## config.mk

```make
export PLATFORM = sky130hd
export DESIGN_NAME = elevator_call_dispatcher
export DESIGN_NICKNAME = d
export VERILOG_FILES = /design/src/rtl/elevator_call_dispatcher.sv
export SDC_FILE = /design/constraint.sdc
export NUM_CORES = 1
export LEC_CHECK = 0
export ABC_AREA = 1
export ABC_CLOCK_PERIOD_IN_PS = 2400
export BUFFER_PORTS_ARGS = -buffer_cell sky130_fd_sc_hd__buf_2
export CAP_MARGIN = 5
export CORE_MARGIN = 8
export CORE_UTILIZATION = 45
export CTS_CLUSTER_SIZE = 20
export DETAILED_ROUTE_END_ITERATION = 12
export GPL_ROUTABILITY_DRIVEN = 1
export PLACE_DENSITY_LB_ADDON = 0.1
export SYNTH_ARGS = -nofsm -noshare
export SYNTH_HDL_FRONTEND = slang
export SYNTH_SLANG_ARGS = --single-unit
```

## constraint.sdc

```tcl
create_clock -name clk -period 2.4 [get_ports clk]
set_clock_uncertainty 0.15 [all_clocks]
set_input_delay 0.12 -clock clk [delete_from_list [all_inputs] [get_ports clk]]
set_output_delay 0.12 -clock clk [all_outputs]
set_load 0.03 [all_outputs]
```

## src/rtl/elevator_call_dispatcher.sv

```systemverilog
// Debounces 3 floor call buttons, latches pending calls, and offers one SCAN-selected target at a time.
// Press-to-pending 2+DB_CYCLES cycles; offer 1 cycle after pending; request held until req_ready.
module elevator_call_dispatcher #(
  parameter int DB_CYCLES = 4,
  parameter int DB_W      = 3
) (
  input  logic       clk,
  input  logic       reset,
  input  logic [2:0] btn_raw,
  input  logic [1:0] cur_floor,
  input  logic       arrived,
  output logic       req_valid,
  output logic [2:0] req_floor,
  input  logic       req_ready,
  output logic [2:0] pending,
  output logic       dir_up,
  output logic       busy
);

  typedef enum logic [1:0] {IDLE, OFFER, BUSY} state_t;

  localparam logic [DB_W-1:0] DB_LAST = DB_W'(DB_CYCLES - 1);

  state_t     state, state_nxt;
  logic [2:0] sync1, sync2, db_level, press;
  logic [2:0] sel, clr;
  logic       sel_flip, load;

  always_ff @(posedge clk or posedge reset) begin
    if (reset) begin
      sync1 <= 3'b000;
      sync2 <= 3'b000;
    end else begin
      sync1 <= btn_raw;
      sync2 <= sync1;
    end
  end

  for (genvar i = 0; i < 3; i++) begin : g_db
    logic            lvl;
    logic [DB_W-1:0] cnt;

    always_ff @(posedge clk or posedge reset) begin
      if (reset) begin
        lvl <= 1'b0;
        cnt <= '0;
      end else if (sync2[i] == lvl) begin
        cnt <= '0;
      end else if (cnt == DB_LAST) begin
        lvl <= sync2[i];
        cnt <= '0;
      end else begin
        cnt <= cnt + 1'b1;
      end
    end

    assign db_level[i] = lvl;
    // Press fires on the same edge the debounced level rises.
    assign press[i]    = sync2[i] & ~lvl & (cnt == DB_LAST);
  end

  // SCAN target: current floor, then nearest ahead, then nearest behind (flipping direction).
  always_comb begin
    logic [1:0] cf_idx;
    logic [2:0] up_vec, dn_vec;
    sel      = 3'b000;
    sel_flip = 1'b0;
    up_vec   = 3'b000;
    dn_vec   = 3'b000;
    cf_idx   = (cur_floor == 2'd0) ? 2'd0 : cur_floor - 2'd1;
    for (int j = 2; j >= 0; j--) begin
      if (j > int'(cf_idx) && pending[j]) up_vec = 3'b001 << j;
    end
    for (int j = 0; j < 3; j++) begin
      if (j < int'(cf_idx) && pending[j]) dn_vec = 3'b001 << j;
    end
    if (pending[cf_idx]) begin
      sel[cf_idx] = 1'b1;
    end else if (dir_up) begin
      if (|up_vec) begin
        sel = up_vec;
      end else begin
        sel      = dn_vec;
        sel_flip = 1'b1;
      end
    end else begin
      if (|dn_vec) begin
        sel = dn_vec;
      end else begin
        sel      = up_vec;
        sel_flip = 1'b1;
      end
    end
  end

  always_ff @(posedge clk or posedge reset) begin
    if (reset) state <= IDLE;
    else       state <= state_nxt;
  end

  always_comb begin
    state_nxt = state;
    case (state)
      IDLE:    if (|pending) state_nxt = OFFER;
      OFFER:   if (req_ready) state_nxt = BUSY;
      BUSY:    if (arrived) state_nxt = IDLE;
      default: state_nxt = IDLE;
    endcase
  end

  always_comb begin
    req_valid = (state == OFFER);
    busy      = (state == BUSY);
    load      = (state == IDLE) && (|pending);
    clr       = (busy && arrived) ? req_floor : 3'b000;
  end

  always_ff @(posedge clk or posedge reset) begin
    if (reset) begin
      req_floor <= 3'b000;
      dir_up    <= 1'b1;
      pending   <= 3'b000;
    end else begin
      pending <= (pending | press) & ~clr;
      if (load) begin
        req_floor <= sel;
        if (sel_flip) dir_up <= ~dir_up;
      end
    end
  end

endmodule

```

Word level (Yosys, flattened, before mapping)
Index checks and enable logic that the tools add are counted.
- word-level logic and storage cells: 97
- output and inout port bits: 9
- bits in registers: 27
- multiplexer cells: 29
- bitwise logic cells: 16
- reduce and logical (&&, ||, !) cells: 18
- $lt $le $gt $ge: 7
- equal/unequal tests: 11
- add/subtract/negate cells: 4
- operators with widths (cell ; count):
    3-bit two-way mux ; 15
    3-bit by 1-bit adder with 3-bit output (second input constant) ; 3
    3-bit by 2-bit == test with 1-bit output (second input constant) ; 3
    3-bit OR reduction ; 3
    1-bit logical AND ; 8
    2-bit two-way mux ; 4
    2-bit AND reduction ; 4
    1-bit two-way mux ; 7
    1-bit NOT ; 7
    1-bit bitwise AND ; 6
    2-bit case mux with 3 select lines ; 1
    2-bit logical NOT ; 2
    1-bit by 2-bit < comparator with 1-bit output (first input constant) ; 2
    2-bit != test (second input constant) ; 2
    3-bit bitwise AND ; 1
    1-bit == test ; 3
    2-bit by 3-bit < comparator with 1-bit output (second input constant) ; 1
    3-bit NOT ; 1
    3-bit OR ; 1
    3-bit AND reduction ; 1
    1-bit binary-select mux with 2-bit select ; 1
    1-bit demux with 2-bit select ; 1
    2-bit by 1-bit == test with 1-bit output (second input constant) ; 1
    2-bit == test (second input constant) ; 1
    6 further kinds ; 6

Longest topological paths before layout
Gate-level depths: netlist of the first run.
- word-level depth: 12
- mapped depth: 8
- gate-level depth less buffers: 8

Worst setup path after synthesis of the first run
No wires, ideal clock.
- path kind: register -> register
- from: reg state[1]
- to: reg pending[2]
- library setup time: 0.120 ns
- clock period less this slack: 1.433 ns
- data required time: 2.130 ns
- stages on the path, launching flop included: 6
- buffers on the path: 0
- arrival time: 1.163 ns
- setup slack: 0.967 ns
- cell sequence: dfrtp_1 inv_1 nor2_1 nand3_1 o21ai_0 inv_1
- cells in the longest elaborated chain, start to end: 5
- ends and longest elaborated chain (item ; RTL line ; source):
    from (decl) ; 24 ; state_t state, state_nxt;
    from (signal assigned) ; 98 ; else state <= state_nxt;
    2-bit == test ; 113 ; busy = (state == BUSY);
    net busy ; 17 ; output logic busy
    1-bit logical AND ; 115 ; clr = (busy && arrived) ? req_floor : 3'b000;
    3-bit two-way mux ; 115 ;
    3-bit NOT ; 124 ; pending <= (pending | press) & ~clr;
    3-bit bitwise AND ; 124 ;
    to (signal assigned) ; 124 ;
    to (decl) ; 15 ; output logic [2:0] pending,
The timed path passes the listed nets, and every way through them passes these cells.
A chain may end at the register's enable or synchronous reset.

Final worst setup path of the first run
- from: reg state[1]
- to: out busy
- cells in the longest elaborated chain, start to end: 1
- ends and longest elaborated chain (item ; RTL line):
    2-bit == test ; 113
    to (decl) ; 17
No other way between the ends.

==> impl_metrics.py, run 1 <==
metrics = {
    "run_status": {
        "status": "completed",
    },
    "grt": {
        "grt_util_all_layers": 0.1099,
        "grt_start_max_net_pins": 28,
        "grt_pass1_wl_um": 3960,
        "grt_antenna_before_repair": 0,
        "grt_overflow": 0,
        "grt_pass1_vias": 976,
    },
    "synthesis": {
        "synth_top_area_share": 0.5389,
        "syn-num-nets": 153,
        "yosysMostFrequentCell": "nand2_1",
        "yosys.area_share.simple": 0.2363,
        "synth_compound_area_frac": 0.06010,
        "synth_edf_count": 0,
        "muxShareOfSynthArea": 0,
        "ys_warn_count": 0,
        "synth_top_cells_by_count": "32 x nand2_1, 26 x dfrtp_1, 25 x inv_1",
        "synth-xor-area-share": 0,
        "synth.yosys.seq_area_share": 0.5606,
        "synth-seq-cells": 27,
        "yosysTopAreaCell": "dfrtp_1",
        "netlist_area_mm2": 0.001207,
        "ys_types": 17,
        "synthTopCellsByArea": "dfrtp_1 54%, nand2_1 9.9%, inv_1 7.8%, ha_1 6.2%, nor2_1 5.3%",
        "synth_top_family_by_area": "simple AND/OR/NAND/NOR gates",
        "netlist_instances": 138,
        "postSynth.asyncResetShare": 1.000,
        "synth-adder-area-share": 0.06218,
        "ys.flop_type": "dfrtp_1",
        "syn_area_per_cell_um2": 8.749,
    },
    "clocking": {
        "path_clk_slew_ns": 0.13,
        "cts_setup_buffers": 0,
        "numCtsBuffers": 3,
        "clock_tree.root_cell": "clkbuf_4",
        "cts.sinks": 27,
        "cts_buffer_depth": 2,
        "cts.htree.levels": 1,
        "cts_tree": "done",
        "clk-insertion-delay-late_ns": 0.31,
    },
    "floorplan": {
        "std_cell_rows": 18,
        "die_w_um": 67.80,
        "core_mm2": 0.002522,
        "die_y_um": 67.80,
        "io_pins": 18,
        "die_area_mm2": 0.004597,
        "start_util": 0.4787,
    },
    "routing": {
        "postRouteAntennaNets": 0,
        "firstDrtPassIters": 4,
        "first_iter_violations": 76,
        "routed_wl_um": 2123,
        "via_count": 947,
        "post-route-drc-count": 0,
        "routed_via_density": 4.832,
        "drt-wirelength-per-cell_um": 10.83,
    },
    "placed_design": {
        "dpl-instance-area_mm2": 0.001338,
        "port_buffers": 17,
        "hpwl_um": 1654,
        "gp_congestion": 0.7999,
        "dp.cells": 186,
    },
    "pwr": {
        "power_leakage_nw": 0.7918,
        "finalPower_w": 0.001615,
        "ir_drop_mv": 0.6664,
        "p_per_area_mw_per_mm2": 1134,
    },
    "sta": {
        "final.setup.tns_ns": 0,
        "timing.final.crit_share": 0.6229,
        "period_minus_slack_ns": 1.495,
        "worstMarginPinSlew_ns": 0.3430,
        "max_slew_margin": 0.7714,
        "fmax_ghz": 0.6689,
        "finalHoldViolCount": 0,
        "maxSlewViolCount": 0,
        "rsz0062_at_grt": "no",
        "finalSetupViolCount": 0,
    },
    "layout": {
        "area_growth_pct": 17.93,
        "layout.nets": 182,
        "num-fill-cells": 236,
        "multiInputGateArea_um2": 432.9,
        "finalInstanceArea_mm2": 0.001424,
        "antenna_cells": 0,
        "fin_cells": 196,
        "regArea_um2": 676.9,
        "drive_gt1_frac": 0.1627,
        "post-route-util": 0.5645,
    },
    "setup_path": {
        "worstPathArrival_ns": 1.23,
        "worst-setup-path-type": "reg -> out",
        "cp.required_ns": 2.13,
        "r2r_start": "pending[1]",
        "crit_path_max_fanout": 4,
        "critical_path.startpoint": "state[1]",
        "cp-start-kind": "register",
        "cp-end-kind": "output pin",
    },
    "run": {
        "maxCapViolations": 0,
    },
    "hold_path": {
        "worstHoldStart": "cur_floor[1]",
        "holdCritPathClass": "in -> reg",
    },
}
-- layout by cell type (no fill, tap or decap) --
cell / n
o31ai_1: 2
nor2_1: 17
o21ai_0: 4
a31o_2: 1
clkbuf_4: 3
nand2_2: 1
clkbuf_1: 1
a21oi_2: 1
nor3b_1: 2
inv_1: 25
buf_4: 1
nand3_1: 11
dfrtp_1: 26
nand2_1: 32
a21oi_1: 4
nor3_1: 3
dlygate4sd3_1: 6
ha_1: 6
buf_2: 17
nand3_2: 1
dfstp_2: 1
inv_2: 1
-- cell type report --
type                            count  area share
Sequential cell                    27      0.4754
Multi-Input combinational cell     85      0.3040
Timing Repair Buffer               24      0.1072
Inverter                           26     0.06854
Tap cell                           30     0.02636
Clock buffer                        4     0.01845
-- flip-flops by register name, summed over array words and instances (netlist names) --
| signal | cells |
|---|---|
| g_db.cnt | 9 |
| pending | 3 |
| req_floor | 3 |
| state | 2 |
| sync2 | 3 |
| g_db.lvl | 3 |
| dir_up | 1 |
| sync1 | 3 |
-- path summary, 6_finish.rpt --
path | endpoint | slack, ns | depth (start not counted)
max in group asynchronous | dir_up | 1.56 | 4
max | busy | 0.90 | 3
min in group asynchronous | sync1[1] | 0.24 | 4
min | req_floor[1] | 0.10 | 5
max reg2reg | req_floor[2] | 1.09 | 6
min reg2reg | sync2[0] | 0.21 | 0
-- per-layer routing --
layer / vias up / track usage / part of all wire
li1: 489 / - / -
met1: 430 / 0.1217 / 0.44
met2: 22 / 0.1917 / 0.49
met3: 6 / 0.03146 / 0.059
met4: 0 / 0.04859 / 0.016
met5: - / 0 / 0
-- kinds of logic (layout without fill, tap and decap cells) --
kind of cell / Yosys count / count (layout)
buffers and inverters: 26 / 54
AOI/OAI and AO/OA: 12 / 12
DFF: 27 / 27
adders and majority gates: 6 / 6
and+or+nand+nor: 67 / 67
-- per-stage QoR --
step	hold slack, ns	setup WS, ns
final	0.1004	0.9050
after global routing	0.1326	0.7979
after detailed placement	0.04200	1.098
after CTS	0.08253	0.8947
after global placement	0.04004	1.130
after floorplan	0.001430	0.9671
-- critical path, stage by stage, from the launching register on --
cell and delay (ns):
dfrtp_1 0.41, inv_1 0.07, nor2_1 0.19, buf_2 0.24
-- report_power, final --
part	switching, W	leakage (nW)	internal (W)
Clock	0.000123	0.0150	0.0000649
Sequential	0.000111	0.336	0.000603
Combinational	0.000470	0.441	0.000244
-- repair_timing --
| action | 4_1_cts | 5_1_grt |
|---|---|---|
| resized for setup | 0 | 0 |
| hold buffers | 6 | 0 |
| hold endpoints to repair | 35 | 0 |
No activity file was read; power rests on OpenSTA's default activity.
==> run 2: changes to the inputs <==
ABC_CLOCK_PERIOD_IN_PS = 1220   (was 2400)
clock period = 1.22 ns   (was 2.4 ns; I/O delays follow)
==> run 2 against run 1 <==
Die area unchanged. Setup slack got worse by 1.0 ns. The flow now finishes with violations (setup timing). Largest power group is now combinational logic. Core utilization increased by 11 points. Count of clock-buffer cells in the layout decreased by 1. Total power increased by 140%. Via count increased by 3.8%. Combinational power increased to 3.0 times the previous value. Final cell count increased by 6.6%.
==> impl_metrics.py, run 2 (same netlist as run 1, synthesis figures left out) <==
metrics = {
    "run_status": {
        "status": "finished with violations",
        "violations": "setup timing",
    },
    "setup_path": {
        "cp-start-kind": "register",
        "cp-end-kind": "output pin",
        "crit_path_max_fanout": 3,
        "cp.required_ns": 1.01,
        "max_stage_delay_ns": 0.38,
        "crit_path_top_delay_cell": "dfrtp_1",
        "worst-setup-path-type": "reg -> out",
        "cp_common_cell": "buf_6",
        "worstPathArrival_ns": 1.11,
        "cp_cell_sequence": "buf_6 > inv_4 > nor2_4 > buf_6",
    },
    "clocking": {
        "cts.htree.levels": 1,
        "path_clk_slew_ns": 0.14,
        "numCtsBuffers": 3,
        "clock_tree.root_cell": "clkbuf_4",
        "cts_tree": "done",
        "cts.sinks": 27,
        "clk-insertion-delay-late_ns": 0.31,
        "cts_buffer_depth": 2,
    },
    "sta": {
        "maxSlewViolCount": 0,
        "finalSetupViolCount": 7,
        "timing.final.crit_share": 1.079,
        "max_slew_margin": 0.7783,
        "postLayoutSetupSlackWorst_ns": -0.09666,
        "fmax_ghz": 0.7595,
        "period_minus_slack_ns": 1.317,
        "final.setup.tns_ns": -0.3892,
        "finalHoldViolCount": 0,
        "rsz0062_at_grt": "yes",
        "worstMarginPinSlew_ns": 0.3326,
    },
    "layout": {
        "top_register": "g_db.cnt",
        "antenna_cells": 0,
        "final_common_cell": "nand2_1",
        "post-route-util": 0.6696,
        "drive_gt1_frac": 0.3799,
        "layout_common_cells": "29 x nand2_1, 23 x dfrtp_1, 19 x inv_1, 12 x nor2_1",
        "area_growth_pct": 39.90,
        "layout.nets": 195,
        "largest_register_ffs": 9,
    },
    "placed_design": {
        "gp_congestion": 0.8543,
        "hpwl_um": 1668,
        "port_buffers": 17,
        "pre_cts_ws_ns": -0.06489,
    },
    "routing": {
        "firstDrtPassIters": 4,
        "routed_wl_um": 2357,
        "postRouteAntennaNets": 0,
        "drt-wirelength-per-cell_um": 11.28,
        "via_count": 983,
        "post-route-drc-count": 0,
        "first_iter_violations": 70,
        "routed_via_density": 4.703,
    },
    "pwr": {
        "p_per_area_mw_per_mm2": 2328,
        "ir_drop_mv": 1.603,
        "power_leakage_nw": 0.8681,
    },
    "floorplan": {
        "die_w_um": 67.80,
        "die_y_um": 67.80,
        "std_cell_rows": 18,
        "start_util": 0.4787,
        "io_pins": 18,
        "core_mm2": 0.002522,
        "die_area_mm2": 0.004597,
    },
    "grt": {
        "grt_start_max_net_pins": 28,
        "grt_pass1_vias": 955,
        "grt_antenna_before_repair": 0,
        "grt_overflow": 0,
        "grt_pass1_wl_um": 3926,
        "grt_util_all_layers": 0.1107,
    },
    "run": {
        "maxCapViolations": 0,
    },
    "hold_path": {
        "holdCritPathClass": "in -> reg",
    },
}
[run 2: cell count changes in the layout (fill, tap and decap cells not counted), moves of 4 or more]
cell,change
buf_2,-7
buf_4,+9
buf_6,+8
ha_1,-4
inv_1,-6
inv_2,+4
nand3_1,-5
nand3_2,+5
nor2_1,-5
[run 2: power breakdown]
group / internal [W] / leakage, nW / switching, W / total, W
registers: 0.00120 / 0.332 / 0.000231 / 0.00143
logic: 0.000972 / 0.518 / 0.00116 / 0.00213
clock network: 0.000123 / 0.0177 / 0.000251 / 0.000374
[run 2: metal layers]
metal | track usage | part of all wire | up-vias
li1 | - | - | 511
met4 | 0.04604 | 0.0072 | 0
met5 | 0 | 0 | -
met3 | 0.02649 | 0.053 | 2
met2 | 0.1858 | 0.50 | 21
met1 | 0.1328 | 0.44 | 449
[run 2: area by class of cell]
type                            instances  area (µm²)
Clock buffer                            3       22.52
Clock inverter                          1       5.005
Fill cell                             201       833.3
Inverter                               26       102.6
Multi-Input combinational cell         85       540.5
Sequential cell                        27       680.7
Tap cell                               30       37.54
Timing Repair Buffer                   37       300.3
[run 2: worst max-delay path, delay by kind of cell, from the launching register on]
kind,cells,cell delay [ns]
flip-flops,1,0.38
AND/OR/NAND/NOR,1,0.11
buffers and inverters,3,0.30
[run 2: metrics by stage]
step	area, µm²	hold WS (ns)	cells	power, W
floorplan	1219	-0.05757	138	0.002489
global placement	1371	-0.02243	189	0.002905
detailed placement	1371	-0.01470	189	0.002954
CTS	1580	0.006858	202	0.003672
global route	1689	0.04024	209	0.004240
finish	1689	0.04536	209	0.003932
[run 2: final timing paths]
kind	from	slack, ns	cells after the start	end
min reg2reg	sync1[2]	0.21	0	sync2[2]
max	state[1]	-0.1	4	busy
min in group asynchronous	reset	0.17	4	g_db[0].cnt[1]
max in group asynchronous	reset	0.46	4	dir_up
max reg2reg	pending[1]	-0.06	6	state[0]
min	cur_floor[0]	0.05	6	req_floor[1]
[run 2: timing repair]
action                                  4_1_cts  5_1_grt
hold endpoints to repair                     36        0
endpoints found under the setup margin       10       16
hold buffers                                  7        0
pin swaps                                     2        1
resized for setup                            25       21
setup buffers                                 2        7
